File: src/rtl/vram_pkg.sv
`default_nettype none
// ============================================================================
// Module      : vram_pkg
// Description : Shared frame-RAM widths and scheduler state encoding.
// Revision    : 1.0 - initial release
// ============================================================================
package vram_pkg;

    localparam int c_ADDR_W = 15;
    localparam int c_DATA_W = 24;

    typedef enum logic [0:0] {
        ST_IDLE  = 1'b0,
        ST_CLEAR = 1'b1
    } sched_state_e;

endpackage
`default_nettype wire

File: src/rtl/vram_port_sched_sync_fifo.sv
`default_nettype none
// ============================================================================
// Module      : sync_fifo
// Description : Single-clock FIFO with first-word-fall-through head output.
// Revision    : 1.0 - initial release
// ============================================================================
module sync_fifo #(
    parameter int WIDTH = 24,
    parameter int DEPTH = 4,
    localparam int PTR_W = (DEPTH > 1) ? $clog2(DEPTH) : 1,
    localparam int CNT_W = $clog2(DEPTH + 1)
) (
    input  logic             clk,
    input  logic             reset,
    input  logic             i_push,
    input  logic [WIDTH-1:0] i_wdata,
    input  logic             i_pop,
    output logic [WIDTH-1:0] o_rdata,
    output logic             o_full,
    output logic             o_empty,
    output logic [CNT_W-1:0] o_count
);

    localparam logic [PTR_W-1:0] c_PTR_LAST = PTR_W'(DEPTH - 1);

    logic [WIDTH-1:0] r_mem [DEPTH];
    logic [PTR_W-1:0] r_wr_ptr;
    logic [PTR_W-1:0] r_rd_ptr;
    logic [CNT_W-1:0] r_count;
    logic             w_do_push;
    logic             w_do_pop;

    assign o_full    = (r_count == CNT_W'(DEPTH));
    assign o_empty   = (r_count == '0);
    assign o_count   = r_count;
    assign o_rdata   = r_mem[r_rd_ptr];
    // A full FIFO refuses the push even when the same cycle pops.
    assign w_do_push = i_push & ~o_full;
    assign w_do_pop  = i_pop & ~o_empty;

    always_ff @(posedge clk) begin
        if (w_do_push) begin
            r_mem[r_wr_ptr] <= i_wdata;
        end
    end

    always_ff @(posedge clk or negedge reset) begin
        if (!reset) begin
            r_wr_ptr <= '0;
            r_rd_ptr <= '0;
            r_count  <= '0;
        end else begin
            if (w_do_push) begin
                r_wr_ptr <= (r_wr_ptr == c_PTR_LAST) ? '0 : r_wr_ptr + PTR_W'(1);
            end
            if (w_do_pop) begin
                r_rd_ptr <= (r_rd_ptr == c_PTR_LAST) ? '0 : r_rd_ptr + PTR_W'(1);
            end
            case ({w_do_push, w_do_pop})
                2'b10:   r_count <= r_count + CNT_W'(1);
                2'b01:   r_count <= r_count - CNT_W'(1);
                default: r_count <= r_count;
            endcase
        end
    end

endmodule
`default_nettype wire

File: src/rtl/vram_port_sched.sv
`default_nettype none
// ============================================================================
// Module      : vram_port_sched
// Description : Frame-RAM port arbiter: VGA reads first, buffered writes, clear.
// Revision    : 1.0 - initial release
// ============================================================================
module vram_port_sched
    import vram_pkg::*;
#(
    parameter int                ADDR_W      = c_ADDR_W,
    parameter int                DATA_W      = c_DATA_W,
    parameter int                FRAME_WORDS = 19200,
    parameter int                FIFO_DEPTH  = 4,
    parameter logic [DATA_W-1:0] CLEAR_VALUE = '0
) (
    input  logic              clk,
    input  logic              reset,
    input  logic              wr_valid,
    input  logic [DATA_W-1:0] wr_data,
    output logic              wr_ready,
    input  logic              frame_restart,
    input  logic              clear_start,
    input  logic              rd_req,
    input  logic [ADDR_W-1:0] rd_addr,
    output logic [DATA_W-1:0] rd_data,
    output logic              rd_valid,
    output logic [ADDR_W-1:0] ram_addr,
    output logic              ram_we,
    output logic [DATA_W-1:0] ram_wdata,
    input  logic [DATA_W-1:0] ram_rdata,
    output logic [ADDR_W-1:0] wr_addr,
    output logic              busy,
    output logic              frame_done,
    output logic              clear_done,
    output logic              overflow
);

    localparam logic [ADDR_W-1:0] c_LAST_ADDR = ADDR_W'(FRAME_WORDS - 1);
    localparam int                c_CNT_W     = $clog2(FIFO_DEPTH + 1);

    sched_state_e      r_state;
    sched_state_e      w_next_state;
    logic [ADDR_W-1:0] r_wr_ptr;
    logic [ADDR_W-1:0] r_clr_ptr;
    logic              r_rd_pend;
    logic              r_rd_valid;
    logic [DATA_W-1:0] r_rd_data;
    logic              r_frame_done;
    logic              r_clear_done;
    logic              r_overflow;

    logic              w_fifo_full;
    logic              w_fifo_empty;
    logic [DATA_W-1:0] w_fifo_head;
    logic [c_CNT_W-1:0] w_fifo_count;
    logic              w_push;
    logic              w_pop;
    logic              w_clr_wr;
    logic              w_clr_last;
    logic              w_wr_last;

    assign wr_ready   = (w_fifo_count < c_CNT_W'(FIFO_DEPTH));
    assign w_push     = wr_valid & ~w_fifo_full;
    // Reads always win; the FIFO drains only in IDLE, the clear only in CLEAR.
    assign w_pop      = ~rd_req & (r_state == ST_IDLE) & ~w_fifo_empty;
    assign w_clr_wr   = ~rd_req & (r_state == ST_CLEAR);
    assign w_clr_last = w_clr_wr & (r_clr_ptr == c_LAST_ADDR);
    assign w_wr_last  = w_pop & (r_wr_ptr == c_LAST_ADDR);

    sync_fifo #(
        .WIDTH (DATA_W),
        .DEPTH (FIFO_DEPTH)
    ) u_wr_fifo (
        .clk     (clk),
        .reset   (reset),
        .i_push  (w_push),
        .i_wdata (wr_data),
        .i_pop   (w_pop),
        .o_rdata (w_fifo_head),
        .o_full  (w_fifo_full),
        .o_empty (w_fifo_empty),
        .o_count (w_fifo_count)
    );

    always_ff @(posedge clk or negedge reset) begin
        if (!reset) begin
            r_state <= ST_IDLE;
        end else begin
            r_state <= w_next_state;
        end
    end

    always_comb begin
        w_next_state = r_state;
        case (r_state)
            ST_IDLE:  if (clear_start) w_next_state = ST_CLEAR;
            ST_CLEAR: if (w_clr_last)  w_next_state = ST_IDLE;
            default:  w_next_state = ST_IDLE;
        endcase
    end

    always_comb begin
        ram_addr  = '0;
        ram_we    = 1'b0;
        ram_wdata = '0;
        busy      = (r_state == ST_CLEAR);
        if (rd_req) begin
            ram_addr = rd_addr;
        end else if (w_pop) begin
            ram_addr  = r_wr_ptr;
            ram_we    = 1'b1;
            ram_wdata = w_fifo_head;
        end else if (w_clr_wr) begin
            ram_addr  = r_clr_ptr;
            ram_we    = 1'b1;
            ram_wdata = CLEAR_VALUE;
        end
    end

    always_ff @(posedge clk or negedge reset) begin
        if (!reset) begin
            r_wr_ptr     <= '0;
            r_clr_ptr    <= '0;
            r_frame_done <= 1'b0;
            r_clear_done <= 1'b0;
            r_overflow   <= 1'b0;
        end else begin
            // Restart and clear completion override the pop increment; the
            // popped word has already been addressed with the old pointer.
            if (w_clr_last || frame_restart) begin
                r_wr_ptr <= '0;
            end else if (w_pop) begin
                r_wr_ptr <= w_wr_last ? '0 : r_wr_ptr + ADDR_W'(1);
            end
            if ((r_state == ST_IDLE) && clear_start) begin
                r_clr_ptr <= '0;
            end else if (w_clr_wr) begin
                r_clr_ptr <= w_clr_last ? '0 : r_clr_ptr + ADDR_W'(1);
            end
            r_frame_done <= w_wr_last;
            r_clear_done <= w_clr_last;
            if (wr_valid && !wr_ready) begin
                r_overflow <= 1'b1;
            end
        end
    end

    always_ff @(posedge clk or negedge reset) begin
        if (!reset) begin
            r_rd_pend  <= 1'b0;
            r_rd_valid <= 1'b0;
            r_rd_data  <= '0;
        end else begin
            r_rd_pend  <= rd_req;
            r_rd_valid <= r_rd_pend;
            if (r_rd_pend) begin
                r_rd_data <= ram_rdata;
            end
        end
    end

    assign rd_data    = r_rd_data;
    assign rd_valid   = r_rd_valid;
    assign wr_addr    = r_wr_ptr;
    assign frame_done = r_frame_done;
    assign clear_done = r_clear_done;
    assign overflow   = r_overflow;

endmodule
`default_nettype wire

File: config.mk
export PLATFORM = sky130hd
export DESIGN_NAME = vram_port_sched
export DESIGN_NICKNAME = d
export VERILOG_FILES = /design/src/rtl/vram_pkg.sv /design/src/rtl/vram_port_sched_sync_fifo.sv /design/src/rtl/vram_port_sched.sv
export SDC_FILE = /design/constraint.sdc
export NUM_CORES = 1
export LEC_CHECK = 0
export BUFFER_PORTS_ARGS = -buffer_cell sky130_fd_sc_hd__buf_4
export CAP_MARGIN = 20
export CORE_MARGIN = 4
export CORE_UTILIZATION = 30
export DETAILED_ROUTE_END_ITERATION = 8
export PLACE_DENSITY = 0.46
export SYNTH_ARGS = -nofsm -noshare
export SYNTH_HDL_FRONTEND = slang
export SYNTH_SLANG_ARGS = --single-unit
File: constraint.sdc
create_clock -name clk -period 4.9 [get_ports clk]
set_clock_uncertainty 0.2 [all_clocks]
set_input_delay 0.735 -clock clk [delete_from_list [all_inputs] [get_ports clk]]
set_output_delay 0.735 -clock clk [all_outputs]
set_load 0.05 [all_outputs]
==> results of run 1 <==
## per-layer routing
metal	track usage, %	vias up	routed length [um]
li1	-	2201	-
met1	18.0	2349	7890
met2	20.9	178	8010
met3	3.78	20	1290
met4	4.50	0	266
met5	0	-	0
## where the power goes
part	switching, mW	internal, mW
logic	0.403	0.267
clock network	0.662	0.700
registers	0.104	1.68
## cell usage after synthesis (5+ instances only)
master	count	area [um2]
edfxtp_1	96	2880
mux4_2	24	541
a21o_1	5	37.5
and2_1	28	175
a21oi_1	15	75.1
buf_2	8	40.0
nor4_1	5	31.3
inv_1	13	48.8
o21ai_0	30	150
nor3_1	9	45.0
nor2_1	21	78.8
mux2_2	24	270
a22oi_1	15	113
and3_1	5	31.3
nand3_1	13	65.1
nand2_1	40	150
ha_1	8	100
nand4_1	6	37.5
clkbuf_1	17	63.8
a31oi_1	8	50.1
dfrtp_1	67	1680
## state kept, by name, indices dropped and copies added, names as in the netlist
signal              flops
clear_done              1
busy                    1
r_rd_pend               1
u_wr_fifo.o_count       3
u_wr_fifo.r_rd_ptr      2
frame_done              1
rd_data                24
rd_valid                1
u_wr_fifo.r_wr_ptr      2
u_wr_fifo.r_mem        96
r_clr_ptr              15
overflow                1
wr_addr                15
## final cells by class
class                   instances  area [um2]
multi-input cells             301        2340
clock inverters                15         200
well taps                     313         392
flip-flops and latches        163        4560
fillers                      2192       13700
clock buffers                  17         425
inverters                      13        48.8
repair buffers                160        1200
## through the flow
stage	hold WS, ns	std cells	total power, mW	util [%]
finish	0.199	982	3.82	40.0
global route	0.270	982	3.99	40.0
CTS	0.240	982	3.87	40.0
detailed placement	0.252	950	2.50	37.3
global placement	0.247	950	2.49	37.3
floorplan	0.152	506	2.23	-
## cell families (layout without fill, tap and decap cells)
group	after synthesis	count (layout)
compound gates	86	86
xor+xnor	8	8
fa+ha+maj	9	9
buf+inv	42	205
flops	163	163
mux	51	51
simple gates	147	147
## worst max-delay path, delay by kind of cell (launching register included)
kind          cells  cell delay (ns)
flops             1             0.36
simple gates      2             0.72
buf+inv           4             1.03
## path summary, 6_finish.rpt
| path | startpoint | endpoint | cells past startpoint |
|---|---|---|---|
| hold / removal | reset | rd_data[16] | 1 |
| hold reg to reg | overflow | overflow | 1 |
| max in group asynchronous | reset | u_wr_fifo.r_rd_ptr[0] | 1 |
| setup / recovery | busy | ram_wdata[20] | 6 |
| min in group clk | overflow | overflow | 1 |
| setup reg to reg | busy | u_wr_fifo.o_count[2] | 10 |
==> results by group, run 1 <==
Run status
  • Outcome: completed

Finish
  • Diodes inserted: 0
  • Most frequent cells in the layout: buf_4 (160), edfxtp_1 (96), dfrtp_1 (66), nand2_1 (40), o21ai_0 (30)
  • Share of layout cells above drive strength 1: 36.9%
  • Area growth, synth to finish: 29.6%
  • Cell area after layout: 9170 um2
  • Most common cell after layout, fill and taps aside: buf_4
  • # nets final: 734

Critical path
  • Crit Path Class: reg -> out
  • Slowest stage cell, crit path: or3_4
  • Maximum fanout along the worst path: 26
  • R2R Setup Slk: 1.85 ns
  • WP data required: 3.96 ns
  • Setup crit start kind: flop
  • Cells along the critical path: buf_4, or3_4, inv_1, buf_4, and2_1, buf_4
  • Max incr delay on CP: 0.52 ns
  • Most frequent cell on the critical path: buf_4
  • Crit. End Element: output pin
  • Arr. time, crit path: 2.56 ns

Clocking
  • H-tree depth reported by CTS: 4
  • CTS Root Cell: clkbuf_16
  • CTS Hold Bufs: 0
  • Post-CTS setup buffers: 0
  • Num CTS Buffers: 17
  • CTS resizes: 0
  • CTS tree: done
  • Longest Clk Path Bufs: 2
  • Clk Latency, worst-skew pair: 0.43 ns
  • Clock Sinks: 163
  • Clk slew on worst S/H paths: 0.08 ns

Routing
  • Via count: 4748
  • Routed len/inst: 17.8 um
  • Initial DRC count: 300
  • Vias per inst: 4.84
  • WL final: 17.5 mm
  • DR pass1 iterations: 6
  • DRC: 0
  • Final ANT Viol Nets: 0

Synthesis
  • Fraction of registers with async set/reset: 41.1%
  • Synth warn: 0
  • Synth Area in XOR/XNOR: 0.990%
  • Post-synth EDFFs: 96
  • Mux contribution to synthesized area: 11.9%
  • Mapped Nets: 584
  • Syn avg cell area: 14.0 um2
  • Syn Inst Count: 506
  • Post-synthesis compound-gate area fraction: 7.50%
  • Flops & latches, synth: 163
  • Seq/Total Area, Yosys: 64.4%
  • Dominant synthesized flop cell: edfxtp_1
  • Simple-Gate Fraction of Synth Area: 11.0%
  • Synthesized area: 7080 um2
  • Adder-Cell Fraction of Synth Area: 1.70%
  • Yosys cell types: 52
  • Largest family of logic cells by synthesized area: multiplexers

STA
  • Rel. slew slack: 30.7%
  • Tmin final: 3.50 ns
  • Max-slew violation count: 0
  • Final worst setup slack: 1.40 ns
  • Hold Vio Cnt, Final: 0
  • Achievable Freq: 0.286 GHz
  • Setup TNS: 0 ns
  • RSZ-0062 raised after global routing: no
  • Worst-margin pin slew: 1.04 ns
  • Count of final setup violators: 0
  • Period utilization: 71.4%

Place
  • Final Wtd Congestion: 0.790
  • Placed Area: 8540 um2
  • Port bufs: 153
  • Dpl hpwl: 11.7 mm
  • Pre-CTS setup slack: 1.47 ns

Global route
  • Initial antenna violation count: 0
  • First-pass GRT wire length: 27.2 mm
  • Vias in the first global route: 4820
  • Largest net degree at the start of global routing: 68
  • Tot GR Track Use: 13.4%
  • Total congestion overflow: 0

Floorplanning
  • Die Span Y: 162 um
  • Die area: 26100 um2
  • Core area: 22900 um2
  • I/O pins: 154
  • Row Count: 55
  • Die width: 162 um
  • Starting Density: 30.9%

Min path
  • Tightest Hold Check Type: in -> async

Flow run
  • MaxCap Viol Count: 0

Power and ir drop
  • LEAKAGE: 3.62 nW
  • Power Density: 416 nW/um2
  • Peak VDD IR: 248 uV
Power figures use the tool's default switching activity.
==> run 2: changes to the inputs <==
- clock period: 4.9 -> 3.55 ns (I/O delays scaled with it)
==> results by group, run 2 (synthesis results as in run 1) <==
Critical path
  • WP data required: 2.82 ns (was 3.96 ns)
  • Most frequent cell on the critical path: buf_4 (unchanged)
  • Slowest stage cell, crit path: dfrtp_1 (was or3_4)
  • Cells along the critical path: nor3_1, or3_4, inv_1, buf_4, and2_1, buf_4 (was buf_4, or3_4, inv_1, buf_4, and2_1, buf_4)
  • Delay-heaviest family, CP: simple AND/OR/NAND/NOR gates (was buffers and inverters)
  • Maximum fanout along the worst path: 23 (was 26)
  • Crit Path Class: reg -> out (unchanged)
  • Crit. End Element: output pin (unchanged)
  • Max incr delay on CP: 0.42 ns (was 0.52 ns)
  • Setup crit start kind: flop (unchanged)
  • Worst path bufs/invs: 3 (was 4)
  • Arr. time, crit path: 2.33 ns (was 2.56 ns)

Power and ir drop
  • Reg power frac: 46.9% (was 46.8%)
  • Internal power component: 3.65 mW (was 2.65 mW)
  • LEAKAGE: 3.64 nW (was 3.62 nW)
  • Sw Share: 30.0% (was 30.6%)
  • Peak VDD IR: 324 uV (was 248 uV)
  • Clk pwr share: 34.9% (was 35.7%)
  • Power Density: 567 nW/um2 (was 416 nW/um2)
  • Sw power: 1.56 mW (was 1.17 mW)
  • Combinational cell fraction of total power: 18.1% (was 17.5%)
  • Total Power: 5.21 mW (was 3.82 mW)

STA
  • RSZ-0062 raised after global routing: no (unchanged)
  • Tmin final: 3.06 ns
  • Achievable Freq: 0.326 GHz
  • Setup TNS: 0 ns (unchanged)
  • Count of final setup violators: 0 (unchanged)
  • Rel. slew slack: 34.4% (was 30.7%)
  • Max-slew violation count: 0 (unchanged)
  • Period utilization: 86.3%
  • Worst-margin pin slew: 0.984 ns (was 1.04 ns)
  • Hold Vio Cnt, Final: 0 (unchanged)

Finish
  • Area growth, synth to finish: 29.8% (was 29.6%)
  • # nets final: 740 (was 734)
  • Fillers: 2192 (unchanged)
  • Share of layout cells above drive strength 1: 37.5% (was 36.9%)
  • Most frequent cells in the layout: buf_4 (166), edfxtp_1 (96), dfrtp_1 (66), nand2_1 (40), o21ai_0 (30) (was buf_4 (160), edfxtp_1 (96), dfrtp_1 (66), nand2_1 (40), o21ai_0 (30))
  • Diodes inserted: 0 (unchanged)
  • Max FFs per register: 96 (unchanged)
  • Area occupied by multi-input gates: 2340 um2 (unchanged)
  • Reg area: 4560 um2 (unchanged)
  • Most flops, register: u_wr_fifo.r_mem (unchanged)
  • Most common cell after layout, fill and taps aside: buf_4 (unchanged)

Floorplanning
  • Die Span Y: 162 um (unchanged)
  • Die width: 162 um (unchanged)
  • Die area: 26100 um2 (unchanged)
  • I/O pins: 154 (unchanged)
  • Starting Density: 30.9% (unchanged)
  • Core area: 22900 um2 (unchanged)
  • Row Count: 55 (unchanged)

Routing
  • Final ANT Viol Nets: 0 (unchanged)
  • Via count: 4706 (was 4748)
  • DR pass1 iterations: 4 (was 6)
  • Wire length on met3: 1.28 mm (was 1.29 mm)
  • Initial DRC count: 228 (was 300)
  • Vias per inst: 4.76 (was 4.84)
  • Routed len/inst: 17.6 um (was 17.8 um)
  • Met2 routed WL: 7.93 mm (was 8.01 mm)
  • DRC: 0 (unchanged)
  • WL final: 17.4 mm (was 17.5 mm)
  • Top Metal Used: met4 (unchanged)
  • Length of routed wiring on met1: 8.00 mm (was 7.89 mm)

Run status
  • Outcome: completed (unchanged)

Clocking
  • H-tree depth reported by CTS: 4 (unchanged)
  • Post-CTS setup buffers: 0 (unchanged)
  • CTS tree: done (unchanged)
  • Num CTS Buffers: 17 (unchanged)
  • Clk Latency, worst-skew pair: 0.43 ns (about the same)
  • Longest Clk Path Bufs: 2 (unchanged)
  • CTS resizes: 0 (unchanged)
  • Clock Sinks: 163 (unchanged)
  • CTS Root Cell: clkbuf_16 (unchanged)
  • CTS Hold Bufs: 0 (unchanged)
  • Clk slew on worst S/H paths: 0.07 ns (was 0.08 ns)

Global route
  • Initial antenna violation count: 0 (unchanged)
  • Largest net degree at the start of global routing: 68 (unchanged)
  • Total congestion overflow: 0 (unchanged)
  • Vias in the first global route: 4737 (was 4820)
  • First-pass GRT wire length: 27.0 mm (was 27.2 mm)
  • Tot GR Track Use: 13.3% (was 13.4%)

Min path
  • Tightest Hold Check Type: in -> async (unchanged)

Place
  • Dpl hpwl: 12.0 mm (was 11.7 mm)
  • Final Wtd Congestion: 0.803 (was 0.790)
  • Port bufs: 153 (unchanged)

Flow run
  • MaxCap Viol Count: 0 (unchanged)
[run 2: cell count changes in the layout (fill, tap and decap cells not counted), sizes merged]
cell / delta
inv: +3
clkinv: -3
buf: +6
[run 2: cell type report]
cell class / count / area share [%]
Tap cell: 313 / 4.26
Clock buffer: 17 / 4.63
Timing Repair Buffer: 166 / 13.6
Inverter: 13 / 0.531
Clock inverter: 15 / 1.91
Multi-Input combinational cell: 301 / 25.5
Sequential cell: 163 / 49.6
[run 2: final timing paths]
path                                           start                    end  slack (ns)  depth (start not counted)
worst min register to register              overflow               overflow        0.28                          1
worst max-delay path            u_wr_fifo.o_count[0]           ram_wdata[0]        0.49                          6
min in group clk                          wr_data[7]  u_wr_fifo.r_mem[2][7]        0.10                          1
worst max register to register  u_wr_fifo.o_count[0]   u_wr_fifo.o_count[2]        1.06                          9
worst min-delay path                           reset            rd_data[14]        0.03                          1
max in group asynchronous                      reset  u_wr_fifo.r_rd_ptr[0]        2.50                          1
[run 2: power by group through the flow]
stage / Clock (mW) / Sequential (mW) / Combinational [mW]
2_1_floorplan: 0 / 2.54 / 0.539
3_3_place_gp: 0 / 2.48 / 0.960
3_5_place_dp: 0 / 2.49 / 0.970
4_1_cts: 1.88 / 2.45 / 0.972
5_1_grt: 1.96 / 2.48 / 1.03
6_report: 1.82 / 2.45 / 0.945
[run 2: routing by layer]
metal	global-route usage, %	vias to the layer above
li1	-	2217
met1	18.2	2321
met2	20.5	154
met3	3.85	14
met4	4.11	0
met5	0	-
[run 2: stage by stage]
stage          area (um2)  std cells  hold WS, ns  setup WS, ns  util, %
6_report             9190        988       0.0253         0.485     40.1
5_1_grt              9190        988       0.0731         0.249     40.1
4_1_cts              9190        988       0.0496         0.427     40.1
3_5_place_dp         8590        956        0.268         0.736     37.5
3_3_place_gp         8590        956        0.257         0.789     37.5
2_1_floorplan        7080        506       0.0369         0.191        -
[run 2: worst register-to-register path, stage by stage (launching register included)]
cell and delay [ns]:
dfrtp_1 0.41, nor3_1 0.10, or3_4 0.46, inv_1 0.22, ha_1 0.22, inv_1 0.06
fa_1 0.37, xor2_1 0.15, nor2_1 0.11, xnor2_1 0.12
==> run 3: changes to the inputs <==
- CORE_MARGIN: 4 -> default
- SLEW_MARGIN: default -> 15
==> results by group, run 3 (synthesis results as in run 1) <==
Clocking
  • CTS Root Cell: clkbuf_16 (unchanged)
  • H-tree depth reported by CTS: 4 (unchanged)
  • CTS resizes: 0 (unchanged)
  • CTS tree: done (unchanged)
  • Num CTS Buffers: 17 (unchanged)
  • Clk Latency, worst-skew pair: 0.42 ns (was 0.43 ns)
  • Post-CTS setup buffers: 0 (unchanged)
  • Longest Clk Path Bufs: 2 (unchanged)
  • Clk slew on worst S/H paths: 0.07 ns (about the same)
  • CTS Hold Bufs: 0 (unchanged)
  • Clock Sinks: 163 (unchanged)

Critical path
  • Number of stages on the worst setup path: 6 (unchanged)
  • Crit path to: ram_wdata[5] (was ram_wdata[0])
  • Reg2reg path depth: 9 (unchanged)
  • Crit. End Element: output pin (unchanged)
  • Worst path bufs/invs: 3 (unchanged)
  • Arr. time, crit path: 2.32 ns (was 2.33 ns)
  • Cells along the critical path: nor3_1, or3_4, inv_1, buf_4, and2_1, buf_4 (unchanged)
  • WP data required: 2.82 ns (about the same)
  • Slowest stage cell, crit path: dfrtp_1 (unchanged)
  • Reg2reg end: u_wr_fifo.o_count[2] (unchanged)
  • Maximum fanout along the worst path: 21 (was 23)
  • Crit path launch: u_wr_fifo.o_count[0] (unchanged)
  • Delay-heaviest family, CP: simple AND/OR/NAND/NOR gates (unchanged)
  • Most frequent cell on the critical path: buf_4 (unchanged)
  • Crit Path Class: reg -> out (unchanged)
  • Reg2reg start: u_wr_fifo.o_count[0] (unchanged)
  • Setup crit start kind: flop (unchanged)
  • R2R Setup Slk: 0.96 ns (was 1.06 ns)
  • Max incr delay on CP: 0.42 ns (about the same)

Finish
  • Most flops, register: u_wr_fifo.r_mem (unchanged)
  • # nets final: 739 (was 740)
  • Share of layout cells above drive strength 1: 37.1% (was 37.5%)
  • Most common cell after layout, fill and taps aside: buf_4 (unchanged)
  • Area occupied by multi-input gates: 2340 um2 (unchanged)
  • Reg area: 4560 um2 (unchanged)
  • Max FFs per register: 96 (unchanged)
  • Area growth, synth to finish: 29.0% (was 29.8%)
  • Diodes inserted: 0 (unchanged)
  • Fin util: 39.8% (was 40.1%)
  • Fillers: 2189 (was 2192)
  • Most frequent cells in the layout: buf_4 (165), edfxtp_1 (96), dfrtp_1 (66), nand2_1 (40), o21ai_0 (30) (was buf_4 (166), edfxtp_1 (96), dfrtp_1 (66), nand2_1 (40), o21ai_0 (30))

STA
  • Period utilization: 86.1% (was 86.3%)
  • Rel. slew slack: 32.7% (was 34.4%)
  • RSZ-0062 raised after global routing: no (unchanged)
  • Setup TNS: 0 ns (unchanged)
  • Achievable Freq: 0.327 GHz (was 0.326 GHz)
  • Min Hold Slack: 0.0215 ns (was 0.0253 ns)
  • Final worst setup slack: 0.495 ns (was 0.485 ns)
  • Max-slew violation count: 0 (unchanged)
  • Hold Vio Cnt, Final: 0 (unchanged)
  • Count of final setup violators: 0 (unchanged)
  • Worst-margin pin slew: 1.01 ns (was 0.984 ns)
  • Tmin final: 3.05 ns (was 3.06 ns)

Power and ir drop
  • LEAKAGE: 3.61 nW (was 3.64 nW)
  • Peak VDD IR: 314 uV (was 324 uV)
  • Total Power: 5.10 mW (was 5.21 mW)
  • Power Density: 558 nW/um2 (was 567 nW/um2)

Routing
  • Vias per inst: 4.75 (was 4.76)
  • Final ANT Viol Nets: 0 (unchanged)
  • DR pass1 iterations: 4 (unchanged)
  • WL final: 17.0 mm (was 17.4 mm)
  • Routed len/inst: 17.2 um (was 17.6 um)
  • DRC: 0 (unchanged)
  • Via count: 4693 (was 4706)
  • Initial DRC count: 236 (was 228)

Global route
  • Tot GR Track Use: 14.4% (was 13.3%)
  • Largest net degree at the start of global routing: 68 (unchanged)
  • Met3 usage: 3.81% (was 3.85%)
  • First-pass GRT wire length: 26.3 mm (was 27.0 mm)
  • Routing usage on met2: 23.5% (was 20.5%)
  • Initial antenna violation count: 0 (unchanged)
  • Total congestion overflow: 0 (unchanged)
  • Busiest layer in global routing: met2 (unchanged)
  • Met1 usage: 18.8% (was 18.2%)
  • Vias in the first global route: 4709 (was 4737)

Floorplanning
  • I/O pins: 154 (unchanged)
  • Die area: 24200 um2 (was 26100 um2)
  • Die width: 156 um (was 162 um)
  • Die Span Y: 156 um (was 162 um)
  • Core area: 22900 um2 (unchanged)
  • Row Count: 55 (unchanged)
  • Starting Density: 30.9% (unchanged)

Min path
  • Tightest Hold Check Type: in -> async (unchanged)

Place
  • Port bufs: 153 (unchanged)
  • Pre-CTS setup slack: 0.557 ns (was 0.736 ns)
  • Dpl hpwl: 11.6 mm (was 12.0 mm)
  • Final Wtd Congestion: 0.850 (was 0.803)

Flow run
  • MaxCap Viol Count: 0 (unchanged)

Run status
  • Outcome: completed (unchanged)
[run 3: cell count changes in the layout (fill, tap and decap cells not counted)]
cell      before  now
buf_4        166  165
clkinv_8       4    0
clkbuf_1       0    1
clkinv_1       0    1
inv_8          6    3
inv_6          2    5
clkinv_2       0    2
[run 3: power breakdown]
group          leakage (nW)  total (mW)  internal (mW)  switching [mW]
clock                 0.269        1.70          0.917           0.785
sequential             1.72        2.45           2.32           0.129
combinational          1.62       0.943          0.374           0.568
[run 3: worst min-delay path by stage]
stage | from | end | depth (start not counted)
floorplan | reset | busy | 0
detailed placement | overflow | overflow | 1
finish | reset | r_clr_ptr[14] | 1
global placement | overflow | overflow | 1
CTS | reset | rd_data[16] | 1
global route | wr_data[6] | u_wr_fifo.r_mem[2][6] | 1
[run 3: worst reg2reg max path, cell delays in order (launching register included)]
cell	delay, ns
dfrtp_1	0.41
nor3_1	0.11
or3_4	0.46
inv_1	0.28
ha_1	0.24
inv_1	0.06
fa_1	0.38
xor2_1	0.15
nor2_1	0.11
xnor2_1	0.12
[run 3: cell type report]
cell class	instances	area share, %
well taps	313	4.29
multi-input cells	301	25.7
clock buffers	18	4.70
flip-flops and latches	163	50.0
clock inverters	14	1.27
inverters	13	0.535
repair buffers	165	13.6
[run 3: through the flow]
stage	std cells	cell area (um2)
after floorplan	506	7080
after detailed placement	955	8580
after global placement	955	8580
after CTS	987	9130
after global routing	987	9130
final	987	9130
[run 3: per-layer routing]
metal / up-vias / share of wire, %
met5: - / 0
met4: 0 / 0.95
met2: 157 / 48
li1: 2220 / -
met1: 2302 / 45
met3: 14 / 5.8
